**src/rtl/relu_pkg.sv**
```systemverilog
// Shared state encoding and sign/gating helpers for the ReLU forward and backward datapaths.
// Helpers work on a wide container so any datapath width up to RELU_MAX_W can use them.
package relu_pkg;

    localparam int RELU_MAX_W = 64;

    typedef enum logic [1:0] {
        S_IDLE  = 2'd0,
        S_FWD   = 2'd1,
        S_BWD   = 2'd2,
        S_DRAIN = 2'd3
    } relu_state_t;

    // x must arrive sign-extended to RELU_MAX_W; derivative at zero is zero
    function automatic logic relu_deriv(input logic [RELU_MAX_W-1:0] x);
        return !x[RELU_MAX_W-1] && (x != '0);
    endfunction

    function automatic logic [RELU_MAX_W-1:0] gate(input logic keep,
                                                   input logic [RELU_MAX_W-1:0] g);
        return keep ? g : '0;
    endfunction

endpackage

```
**src/rtl/relu_mask_buf.sv**
```systemverilog
// DEPTH x 1 derivative mask: one synchronous write port, one asynchronous read port.
// Contents are not reset; every entry is rewritten during the forward pass before use.
module relu_mask_buf #(
    parameter int DEPTH      = 256,
    parameter int ADDR_WIDTH = $clog2(DEPTH)
) (
    input  logic                  clk,
    input  logic                  we,
    input  logic [ADDR_WIDTH-1:0] waddr,
    input  logic                  wdata,
    input  logic [ADDR_WIDTH-1:0] raddr,
    output logic                  rdata
);

    logic [DEPTH-1:0] mem;

    always_ff @(posedge clk) begin
        if (we) begin
            mem[waddr] <= wdata;
        end
    end

    assign rdata = mem[raddr];

endmodule

```
**src/rtl/relu_grad_gate.sv**
```systemverilog
// Backward ReLU: records one derivative bit per forward activation, then replays the mask
// in order to zero gradients whose activation was not positive.
//
// state   | meaning
// S_IDLE  | waiting for start; nz_count holds last tile's result
// S_FWD   | capturing mask bits from forward activations
// S_BWD   | gating incoming gradients against the replayed mask
// S_DRAIN | last gated gradient waiting for downstream handshake
module relu_grad_gate
    import relu_pkg::*;
#(
    parameter int BIT_WIDTH  = 16,
    parameter int DEPTH      = 256,
    parameter int ADDR_WIDTH = $clog2(DEPTH)
) (
    input  logic                  clk,
    input  logic                  rst,
    input  logic                  start,
    input  logic [ADDR_WIDTH:0]   cfg_len,
    input  logic                  fwd_valid,
    input  logic [BIT_WIDTH-1:0]  fwd_data,
    output logic                  fwd_ready,
    input  logic                  bwd_in_valid,
    input  logic [BIT_WIDTH-1:0]  bwd_in_data,
    output logic                  bwd_in_ready,
    output logic                  bwd_out_valid,
    output logic [BIT_WIDTH-1:0]  bwd_out_data,
    input  logic                  bwd_out_ready,
    output logic                  busy,
    output logic                  done,
    output logic [ADDR_WIDTH:0]   nz_count
);

    localparam logic [ADDR_WIDTH:0] DEPTH_L = (ADDR_WIDTH+1)'(DEPTH);

    relu_state_t           state, state_nxt;
    logic [ADDR_WIDTH:0]   len_q;
    logic [ADDR_WIDTH:0]   cfg_len_sat;
    logic [ADDR_WIDTH-1:0] wr_ptr, rd_ptr;
    logic                  done_zero_q;
    logic                  start_acc, start_zero;
    logic                  fwd_beat, bwd_acc;
    logic                  wr_last, rd_last;
    logic                  drain_exit;
    logic                  mask_wbit, mask_rbit;

    assign cfg_len_sat = (cfg_len > DEPTH_L) ? DEPTH_L : cfg_len;
    assign start_acc   = (state == S_IDLE) && start && (cfg_len != '0);
    assign start_zero  = (state == S_IDLE) && start && (cfg_len == '0);
    assign fwd_beat    = (state == S_FWD) && fwd_valid;
    assign bwd_acc     = bwd_in_valid && bwd_in_ready;
    assign wr_last     = ({1'b0, wr_ptr} == (len_q - 1'b1));
    assign rd_last     = ({1'b0, rd_ptr} == (len_q - 1'b1));
    assign drain_exit  = (state == S_DRAIN) && (!bwd_out_valid || bwd_out_ready);
    assign mask_wbit   = relu_deriv(RELU_MAX_W'(signed'(fwd_data)));

    relu_mask_buf #(
        .DEPTH      (DEPTH),
        .ADDR_WIDTH (ADDR_WIDTH)
    ) u_mask (
        .clk   (clk),
        .we    (fwd_beat),
        .waddr (wr_ptr),
        .wdata (mask_wbit),
        .raddr (rd_ptr),
        .rdata (mask_rbit)
    );

    always_ff @(posedge clk or negedge rst) begin
        if (!rst) begin
            state <= S_IDLE;
        end else begin
            state <= state_nxt;
        end
    end

    always_comb begin
        state_nxt    = state;
        fwd_ready    = 1'b0;
        bwd_in_ready = 1'b0;
        busy         = (state != S_IDLE);
        done         = done_zero_q;
        unique case (state)
            S_IDLE: begin
                if (start_acc) state_nxt = S_FWD;
            end
            S_FWD: begin
                fwd_ready = 1'b1;
                if (fwd_beat && wr_last) state_nxt = S_BWD;
            end
            S_BWD: begin
                bwd_in_ready = !bwd_out_valid || bwd_out_ready;
                if (bwd_in_valid && bwd_in_ready && rd_last) state_nxt = S_DRAIN;
            end
            S_DRAIN: begin
                if (drain_exit) begin
                    state_nxt = S_IDLE;
                    done      = 1'b1;
                end
            end
            default: state_nxt = S_IDLE;
        endcase
    end

    always_ff @(posedge clk or negedge rst) begin
        if (!rst) begin
            len_q       <= '0;
            wr_ptr      <= '0;
            rd_ptr      <= '0;
            nz_count    <= '0;
            done_zero_q <= 1'b0;
        end else begin
            done_zero_q <= start_zero;
            if (start_acc) begin
                len_q    <= cfg_len_sat;
                wr_ptr   <= '0;
                rd_ptr   <= '0;
                nz_count <= '0;
            end
            if (fwd_beat) begin
                wr_ptr <= wr_ptr + 1'b1;
                if (mask_wbit) nz_count <= nz_count + 1'b1;
            end
            if (bwd_acc) begin
                rd_ptr <= rd_ptr + 1'b1;
            end
        end
    end

    // Single output stage: a new beat may load in the same cycle the old one leaves
    always_ff @(posedge clk or negedge rst) begin
        if (!rst) begin
            bwd_out_valid <= 1'b0;
            bwd_out_data  <= '0;
        end else if (bwd_acc) begin
            bwd_out_valid <= 1'b1;
            bwd_out_data  <= BIT_WIDTH'(gate(mask_rbit, RELU_MAX_W'(bwd_in_data)));
        end else if (bwd_out_ready) begin
            bwd_out_valid <= 1'b0;
        end
    end

endmodule

```
**config.mk**
```make
export PLATFORM = sky130hd
export DESIGN_NAME = relu_grad_gate
export DESIGN_NICKNAME = d
export VERILOG_FILES = /design/src/rtl/relu_pkg.sv /design/src/rtl/relu_mask_buf.sv /design/src/rtl/relu_grad_gate.sv
export SDC_FILE = /design/constraint.sdc
export NUM_CORES = 1
export LEC_CHECK = 0
export CAP_MARGIN = 20
export CORE_MARGIN = 5
export CORE_UTILIZATION = 40
export CTS_CLUSTER_SIZE = 40
export DETAILED_ROUTE_END_ITERATION = 10
export PLACE_DENSITY = 0.65
export SLEW_MARGIN = 15
export SYNTH_ARGS = -nofsm -noshare
export SYNTH_HDL_FRONTEND = slang
export SYNTH_HIERARCHICAL = 1
export SYNTH_SLANG_ARGS = --single-unit
export TNS_END_PERCENT = 30
```
**constraint.sdc**
```tcl
create_clock -name clk -period 3.8 [get_ports clk]
set_input_delay 0.95 -clock clk [delete_from_list [all_inputs] [get_ports clk]]
set_output_delay 0.95 -clock clk [all_outputs]
set_load 0.005 [all_outputs]
```
Yosys cells after proc, flatten, opt, wreduce, memory -nomap -nowiden
Cells that the tools add are included.

Word-level logic and storage cells: 73. Flip-flop bits (word level): 310. Bits of input ports: 47. Output and inout port bits: 30.

Reduce and logical (&&, ||, !) cells: 23. Order comparisons: 4. Equal/unequal tests: 9. $add $sub $neg: 4. Mux-type cells: 24.

Operator list (count): $bwmux 256 (1); $reduce_bool 64->1 (1); $mux 9 (4); $mux 8 (3); $eq 8x9->1 (2); $lt 8x9->1 const B (2); $add 8x1->8 const B (2); $mux 16 (1); $logic_and 1x1->1 (11); $add 9x1->9 const B (1); $gt 9x9->1 const B (1); $logic_not 9->1 (1); $reduce_bool 9->1 (1); $sub 9x1->9 const B (1); $bmux 1 s8 (1); $demux 1 s8 (1); $ge 8x1->1 const B (1); $mux 1 (8); $mux 2 (4); $pmux 2 s4 (1); $reduce_bool 2->1 (4); $ne 2x2->1 const B (3); $eq 2x2->1 const B (2); $reduce_and 4->1 (1); 5 further kinds (6).

Longest topological paths before layout
Gate-level depths: netlist of run 1.

Depth after elaboration: 6. Depth in mapped cells: 13. Gate-level depth less buffers: 9.

Modules after synthesis
Netlist of run 1, hierarchy kept.

By module, submodules not included: relu_mask_buf (seq. area each 7687.4 sq um, cells each 788, area each 11202.0 sq um, instances 1); relu_grad_gate (seq. area each 1351.3 sq um, cells each 382, area each 3201.8 sq um, instances 1).

Worst setup path after synthesis of run 1
OpenSTA, ideal clock, no wires.

Kind: input to register. Start point: input fwd_data[4]. End point: register nz_count[7]. Stages: 5. Path slack: -7.009 ns. Arrival: 10.722 ns. Setup time: 0.087 ns. Buffers on the path: 0. Required time: 3.713 ns. Path through: nor4_1 > a41oi_1 > nand2_1 > or3_1 > o211ai_1.

Cells in the longest elaborated chain, start to end: 4.

Ends and longest elaborated chain: start: declaration (RTL line relu_grad_gate.sv:21) `input logic [BIT_WIDTH-1:0] fwd_data,`; $reduce_bool 64->1 (RTL line relu_pkg.sv:16) `return !x[RELU_MAX_W-1] && (x != '0);`; $logic_and 1x1->1 (RTL line relu_pkg.sv:16); via mask_wbit (RTL line relu_grad_gate.sv:45) `logic mask_wbit, mask_rbit;`; $mux 9 (RTL line relu_grad_gate.sv:122) `if (mask_wbit) nz_count <= nz_count + 1'b1;`; $mux 9 (RTL line relu_grad_gate.sv:120) `if (fwd_beat) begin`; end signal: assignment (RTL line relu_grad_gate.sv:122); end: declaration (RTL line relu_grad_gate.sv:31) `output logic [ADDR_WIDTH:0] nz_count`.

The timed path passes the listed nets, and every way through them passes these cells. A chain may end at the register's enable or synchronous reset.

Worst setup path in the final report of run 1
Start point: input bwd_out_ready. End point: output bwd_in_ready.

Cells in the longest elaborated chain, start to end: 2.

Ends and longest elaborated chain: start: declaration (RTL line relu_grad_gate.sv:28) `input logic bwd_out_ready,`; $logic_or 1x1->1 (RTL line relu_grad_gate.sv:92) `bwd_in_ready = !bwd_out_valid || bwd_out_ready;`; $mux 1 (RTL line relu_grad_gate.sv:83) `unique case (state)`; end: declaration (RTL line relu_grad_gate.sv:25) `output logic bwd_in_ready,`.

No other way between the ends.

==> results of run 1 <==
per-stage QoR:
step           util (%)  setup TNS [ns]
2_1_floorplan         -         -183.56
3_3_place_gp       44.1               0
3_5_place_dp       44.1               0
4_1_cts            47.0               0
5_1_grt            47.1               0
6_report           47.1               0
worst max-delay path, cell delays in order:
cell and delay (ns):
clkdlybuf4s50_1 0.47, nand2b_1 0.17, and2_1 0.24, clkdlybuf4s50_1 0.55
area by class of cell:
cell class,instances,share of cell area [%]
Sequential cell,310,54.0
Inverter,10,0.224
Clock buffer,46,5.60
Timing Repair Buffer,120,6.63
Tap cell,461,3.44
Clock inverter,12,0.568
Multi-Input combinational cell,768,29.5
power breakdown:
group | leakage, nW | total (W) | switching, W | internal (W)
clock | 0.498 | 0.00310 | 0.00130 | 0.00180
sequential | 3.02 | 0.00415 | 0.000310 | 0.00384
combinational | 1.87 | 0.00239 | 0.00121 | 0.00118
total | 5.39 | 0.00964 | 0.00282 | 0.00681
per-layer routing:
metal / global-route usage (%) / wire (um) / vias up
met5: 0 / 0 / -
met4: 4.05 / 679 / 0
met3: 3.11 / 2300 / 58
met2: 28.3 / 16500 / 342
met1: 24.4 / 15000 / 4860
li1: - / - / 4424
cells in the mapped netlist, drive strengths merged, types with 3 or more instances:
cell / count
xnor2: 9
a21oi: 7
nand3: 33
and3: 10
o22a: 7
a21o: 4
dfrtp: 54
xor2: 3
clkbuf: 54
inv: 10
or3: 3
nand4: 6
o22ai: 17
a31oi: 8
mux2: 4
nor3: 11
o2111ai: 3
ha: 9
nor4: 9
nor4b: 3
nand2b: 14
nor2b: 12
o211ai: 3
and2: 5
nand2: 92
nand3b: 3
mux2i: 58
mux4: 42
a211o: 3
a22oi: 5
nor2: 280
buf: 28
edfxtp: 256
a2111oi: 3
o21ai: 69
placed cells by master (no fill, tap or decap), types with 6 or more instances in the layout:
| master | Yosys | final |
|---|---|---|
| a21oi_1 | 7 | 7 |
| a31oi_1 | 8 | 8 |
| and3_1 | 10 | 10 |
| buf_4 | 5 | 42 |
| clkbuf_1 | 54 | 10 |
| clkbuf_16 | 0 | 36 |
| clkdlybuf4s50_1 | 0 | 75 |
| clkinv_1 | 0 | 6 |
| dfrtp_1 | 54 | 52 |
| edfxtp_1 | 256 | 256 |
| ha_1 | 9 | 9 |
| inv_1 | 10 | 10 |
| mux2i_1 | 58 | 58 |
| mux4_2 | 42 | 42 |
| nand2_1 | 92 | 92 |
| nand2b_1 | 14 | 14 |
| nand3_1 | 33 | 33 |
| nand4_1 | 6 | 6 |
| nor2_1 | 279 | 279 |
| nor2b_1 | 12 | 12 |
| nor3_1 | 10 | 9 |
| nor4_1 | 9 | 9 |
| o21ai_0 | 68 | 58 |
| o21ai_1 | 1 | 11 |
| o22a_1 | 7 | 7 |
| o22ai_1 | 17 | 17 |
| xnor2_1 | 9 | 9 |
state kept, by name (all words and copies together), names as in the netlist:
name and cells:
done_zero_q 1, state 2, len_q 9, nz_count 9, rd_ptr 8, bwd_out_data 16, u_mask/mem 256, wr_ptr 8
bwd_out_valid 1
path summary, 6_finish.rpt:
path | startpoint | end | slack [ns] | cells past startpoint
setup / recovery | bwd_out_ready | bwd_in_ready | 0.48 | 4
hold / removal | rst | done_zero_q | 0.39 | 1
setup reg to reg | rd_ptr[1] | bwd_out_data[2] | 0.56 | 10
hold reg to reg | bwd_out_data[1] | bwd_out_data[1] | 0.48 | 2
max in group asynchronous | rst | wr_ptr[6] | 2.86 | 2
min in group clk | bwd_out_data[1] | bwd_out_data[1] | 0.48 | 2
logic make-up after synthesis:
| group | count (synthesis) |
|---|---|
| XOR/XNOR | 13 |
| adder cells (fa/ha/maj) | 9 |
| AO/OA/AOI/OAI | 152 |
| AND/OR/NAND/NOR | 490 |
| flip-flops | 310 |
| buffers and inverters | 92 |
| multiplexers | 104 |
==> run_results.csv, run 1 <==
group,metric,value,unit
status,status,"finished, final reports clean",
sta,fin_crit_sh,87.4,%
synthesis,synth_top_area_share,53.4,%
final_layout,fill_cells,3267,
synthesis,syn-num-nets,1226,
setup_path,cp_data_arrival_time,2.37,ns
pwr,p_per_area,575,nW/um2
sta,fin_crit,3.32,ns
grt,grt_pass1_wl,54.1,mm
clock_tree,cts_max_level,2,
final_layout,drive_above_1_share,11.4,%
grt,grt_pass1_vias,9606,
clock_tree,cts_tree,"yes",
drt,vias,9684,
synthesis,synth_cell_types,68,
synthesis,synth_compound_area_share,6.84,%
sta,setup_viol,0,
place,gp_congestion,0.833,
pwr,finalPower,0.00964,W
synthesis,yosys.area_share.adder,0.782,%
final_layout,design_area,16700,um2
synthesis,synthArstFlopShare,17.4,%
drt,routedWlPerCell,20.0,um
clock_tree,postCtsHoldBufs,0,
clock_tree,clock_latency,0.52,ns
synthesis,syn_inst,1170,
grt,grt_max_degree,263,
synthesis,synth_top_family_by_area,"simple AND/OR/NAND/NOR gates",
sta,whs,0.389,ns
drt,dr.pass1.iters,5,
synthesis,yosysWarnings,6,
synthesis,synth-seq-cells,310,
sta,finClkSkew,0.0163,ns
final_layout,area.sequential,9050,um2
pwr,leakage,5.39,nW
synthesis,synth_xor_xnor_area_share,0.886,%
sta,setup_slack,0.478,ns
sta,tightestPinTransition,0.999,ns
place,numPlacedInstances,1668,
die,core_area,35600,um2
sta,slew_violations,0,
die,initial_core_util,40.5,%
place,dp_slack,0.484,ns
drt,vias_per_cell,5.61,
synthesis,synth_seq_area_share,62.8,%
setup_path,worstPathRequired,2.85,ns
die,die_h,200,um
final_layout,final_nets,1301,
synthesis,synth_area,14400,um2
place,dpl_cell_area,15700,um2
sta,clock.fmax,301,MHz
place,dp_hpwl,21.2,mm
setup_path,start_kind,"input port",
drt,wl,34.5,mm
setup_path,worst-path-max-fanout,5,
final_layout,stdcell_count,1727,
place,io_buffers,76,
drt,first_iter_violations,938,
die,num_rows,69,
sta,rsz0062_at_grt,"false",
drt,drcViolationCount,0,
clock_tree,cts_made_buffers,35,
clock_tree,clkTransAtPathRegs,0.05,ns
synthesis,synth_flop_cell,"edfxtp_1",
clock_tree,post-cts-setup-buffer-count,0,
clock_tree,numClockSinks,310,
hold_path,hp-class,"in2async",
synthesis,syn_area_per_cell,12.3,um2
grt,grt_overflow_total,0,
setup_path,crit_type,"in2out",
grt,grtUsageTotal,17.3,%
sta,relSlewSlack,33.4,%
die,die_x,200,um
final_layout,multi_input_area,4940,um2
grt,antenna_found_initial,0,
drt,ant_nets,0,
clock_tree,clockBufferDepth,3,
clock_tree,root_buffer,"clkbuf_16",
synthesis,yosysTopAreaCell,"edfxtp_1",
sta,finalHoldViolCount,0,
pwr,vdd.ir_drop.worst,316,uV
synthesis,yosys-top-cells-area,"edfxtp_1, dfrtp_1, nor2_1, mux4_2, mux2i_1",
synthesis,yosys.area_share.simple,14.7,%
setup_path,crit_path_end_kind,"output port",
synthesis,synthMuxAreaShare,10.9,%
run,maxCapViolations,0,
final_layout,area_delta_synth_final,16.3,%
die,dieArea,39900,um2
final_layout,diodes,0,
die,io_pins,77,
synthesis,synth_enable_flop_cells,256,
clock_tree,post_cts_resize_count,0,
Note: power is estimated with default switching activity, not from simulation.
==> run 2: changes to the inputs <==
- PLACE_DENSITY: 0.65 -> 0.66
==> run 2 against run 1 <==
Register-to-register slack worse by 0.19 ns; non-clock buffer count is 1 lower; critical path depth is 6 higher; utilization hardly changed; cell area hardly changed; power is 0.19% higher; cell count is 0.12% higher; maximum frequency is 3.1% lower; die area stayed put; sequential power hardly changed; worst hold slack better by 0.062 ns; critical endpoint is now bwd_out_data[2]; largest power group unchanged; highest routed layer unchanged.
==> run_results.csv, run 2 (same netlist as run 1, synthesis figures left out) <==
group,metric,value,unit
pwr,vdd.ir_drop.worst,384,uV
die,die_h,200,um
clock_tree,postCtsHoldBufs,0,
clock_tree,cts_tree,"yes",
final_layout,final_cell_mix,"nor2_1, edfxtp_1, nand2_1",
clock_tree,post_cts_resize_count,0,
final_layout,area_delta_synth_final,16.3,%
clock_tree,cts_made_buffers,34,
final_layout,final_nets,1299,
sta,finClkSkew,0.0237,ns
setup_path,crit_start,"rd_ptr[1]",
die,io_pins,77,
clock_tree,root_buffer,"clkbuf_16",
setup_path,start_kind,"flop",
final_layout,diodes,0,
final_layout,stdcell_count,1729,
place,dp_hpwl,20.6,mm
status,status,"finished, final reports clean",
setup_path,crit_type,"reg2reg",
sta,fin_crit,3.43,ns
place,io_buffers,76,
die,die_x,200,um
die,initial_core_util,40.5,%
drt,routedWlPerCell,19.7,um
pwr,leakage,5.39,nW
clock_tree,clockBufferDepth,3,
final_layout,largest_reg_flops,256,
grt,grt_max_degree,263,
setup_path,cp_data_arrival_time,3.85,ns
grt,antenna_found_initial,0,
drt,wl,34.1,mm
grt,grt_pass1_vias,9490,
sta,final.setup.tns,0,ns
drt,vias_per_cell,5.59,
final_layout,top_register,"u_mask/mem",
sta,clock.fmax,292,MHz
clock_tree,clock_latency,0.51,ns
sta,rsz0062_at_grt,"false",
setup_path,rr_startpoint,"rd_ptr[1]",
final_layout,largest_registers,"u_mask/mem: 256 flops, bwd_out_data: 16 flops",
sta,slew_violations,0,
place,dpl_cell_area,15700,um2
die,dieArea,39900,um2
drt,drcViolationCount,0,
sta,relSlewSlack,27.2,%
clock_tree,cts_max_level,2,
sta,tightestPinTransition,1.09,ns
setup_path,crit_path_end_kind,"flop",
clock_tree,numClockSinks,310,
setup_path,worstPathRequired,4.22,ns
drt,vias,9662,
drt,dr.pass1.iters,5,
drt,ant_nets,0,
final_layout,drive_above_1_share,11.4,%
drt,first_iter_violations,937,
sta,setup_viol,0,
pwr,p_per_area,576,nW/um2
place,numPlacedInstances,1668,
sta,whs,0.452,ns
hold_path,hp-class,"in2async",
final_layout,final_common_cell,"nor2_1",
setup_path,worst-path-max-fanout,24,
grt,grt_pass1_wl,53.0,mm
grt,grtUsageTotal,16.9,%
final_layout,design_area,16800,um2
sta,fin_crit_sh,90.2,%
die,core_area,35600,um2
die,num_rows,69,
sta,finalHoldViolCount,0,
clock_tree,clkTransAtPathRegs,0.06,ns
place,gp_congestion,0.834,
run,maxCapViolations,0,
final_layout,utilization,47.1,%
clock_tree,post-cts-setup-buffer-count,0,
grt,grt_overflow_total,0,
-- run 2: layout make-up --
type | count | area, um2
fill | 3194 | 18800
sequential | 310 | 9050
multi-input combinational | 768 | 4940
timing repair buffer | 119 | 1100
clock buffer | 46 | 917
tap | 461 | 577
clock inverter | 15 | 125
inverter | 10 | 37.5
-- run 2: critical path: stages (launching register included) --
cell and delay, ns:
dfrtp_4 0.67, nand3b_1 0.62, buf_4 0.35, o22ai_1 0.16, nor4_1 0.08, a2111oi_0 0.60
a311oi_1 0.16, a22oi_1 0.20, buf_4 0.26, nand2_1 0.07, o21ai_0 0.15
-- run 2: path summary, 6_finish.rpt --
path | to | cells past startpoint | slack, ns
max reg2reg | bwd_out_data[2] | 10 | 0.37
max | bwd_out_data[2] | 10 | 0.37
min reg2reg | bwd_out_data[6] | 2 | 0.48
min | bwd_out_data[12] | 1 | 0.45
min in group clk | bwd_out_data[6] | 2 | 0.48
max in group asynchronous | wr_ptr[2] | 2 | 2.52
-- run 2: power by group --
group          internal [W]  switching [W]  total [W]
clock network       0.00183        0.00129    0.00312
registers           0.00384       0.000299    0.00413
logic               0.00118        0.00122    0.00240
-- run 2: per-stage QoR --
step | power (W) | worst slack, ns
final | 0.00966 | 0.373
after global routing | 0.0101 | 0.294
after CTS | 0.00975 | 0.443
after detailed placement | 0.00660 | 0.468
after global placement | 0.00658 | 0.526
after floorplan | 0.00590 | -1.12
-- run 2: routing by layer --
metal | track usage, % | share of wire [%] | vias up
li1 | - | - | 4434
met1 | 23.4 | 42 | 4819
met2 | 27.8 | 48 | 355
met3 | 2.82 | 7.3 | 54
met4 | 4.75 | 2.4 | 0
met5 | 0 | 0 | -
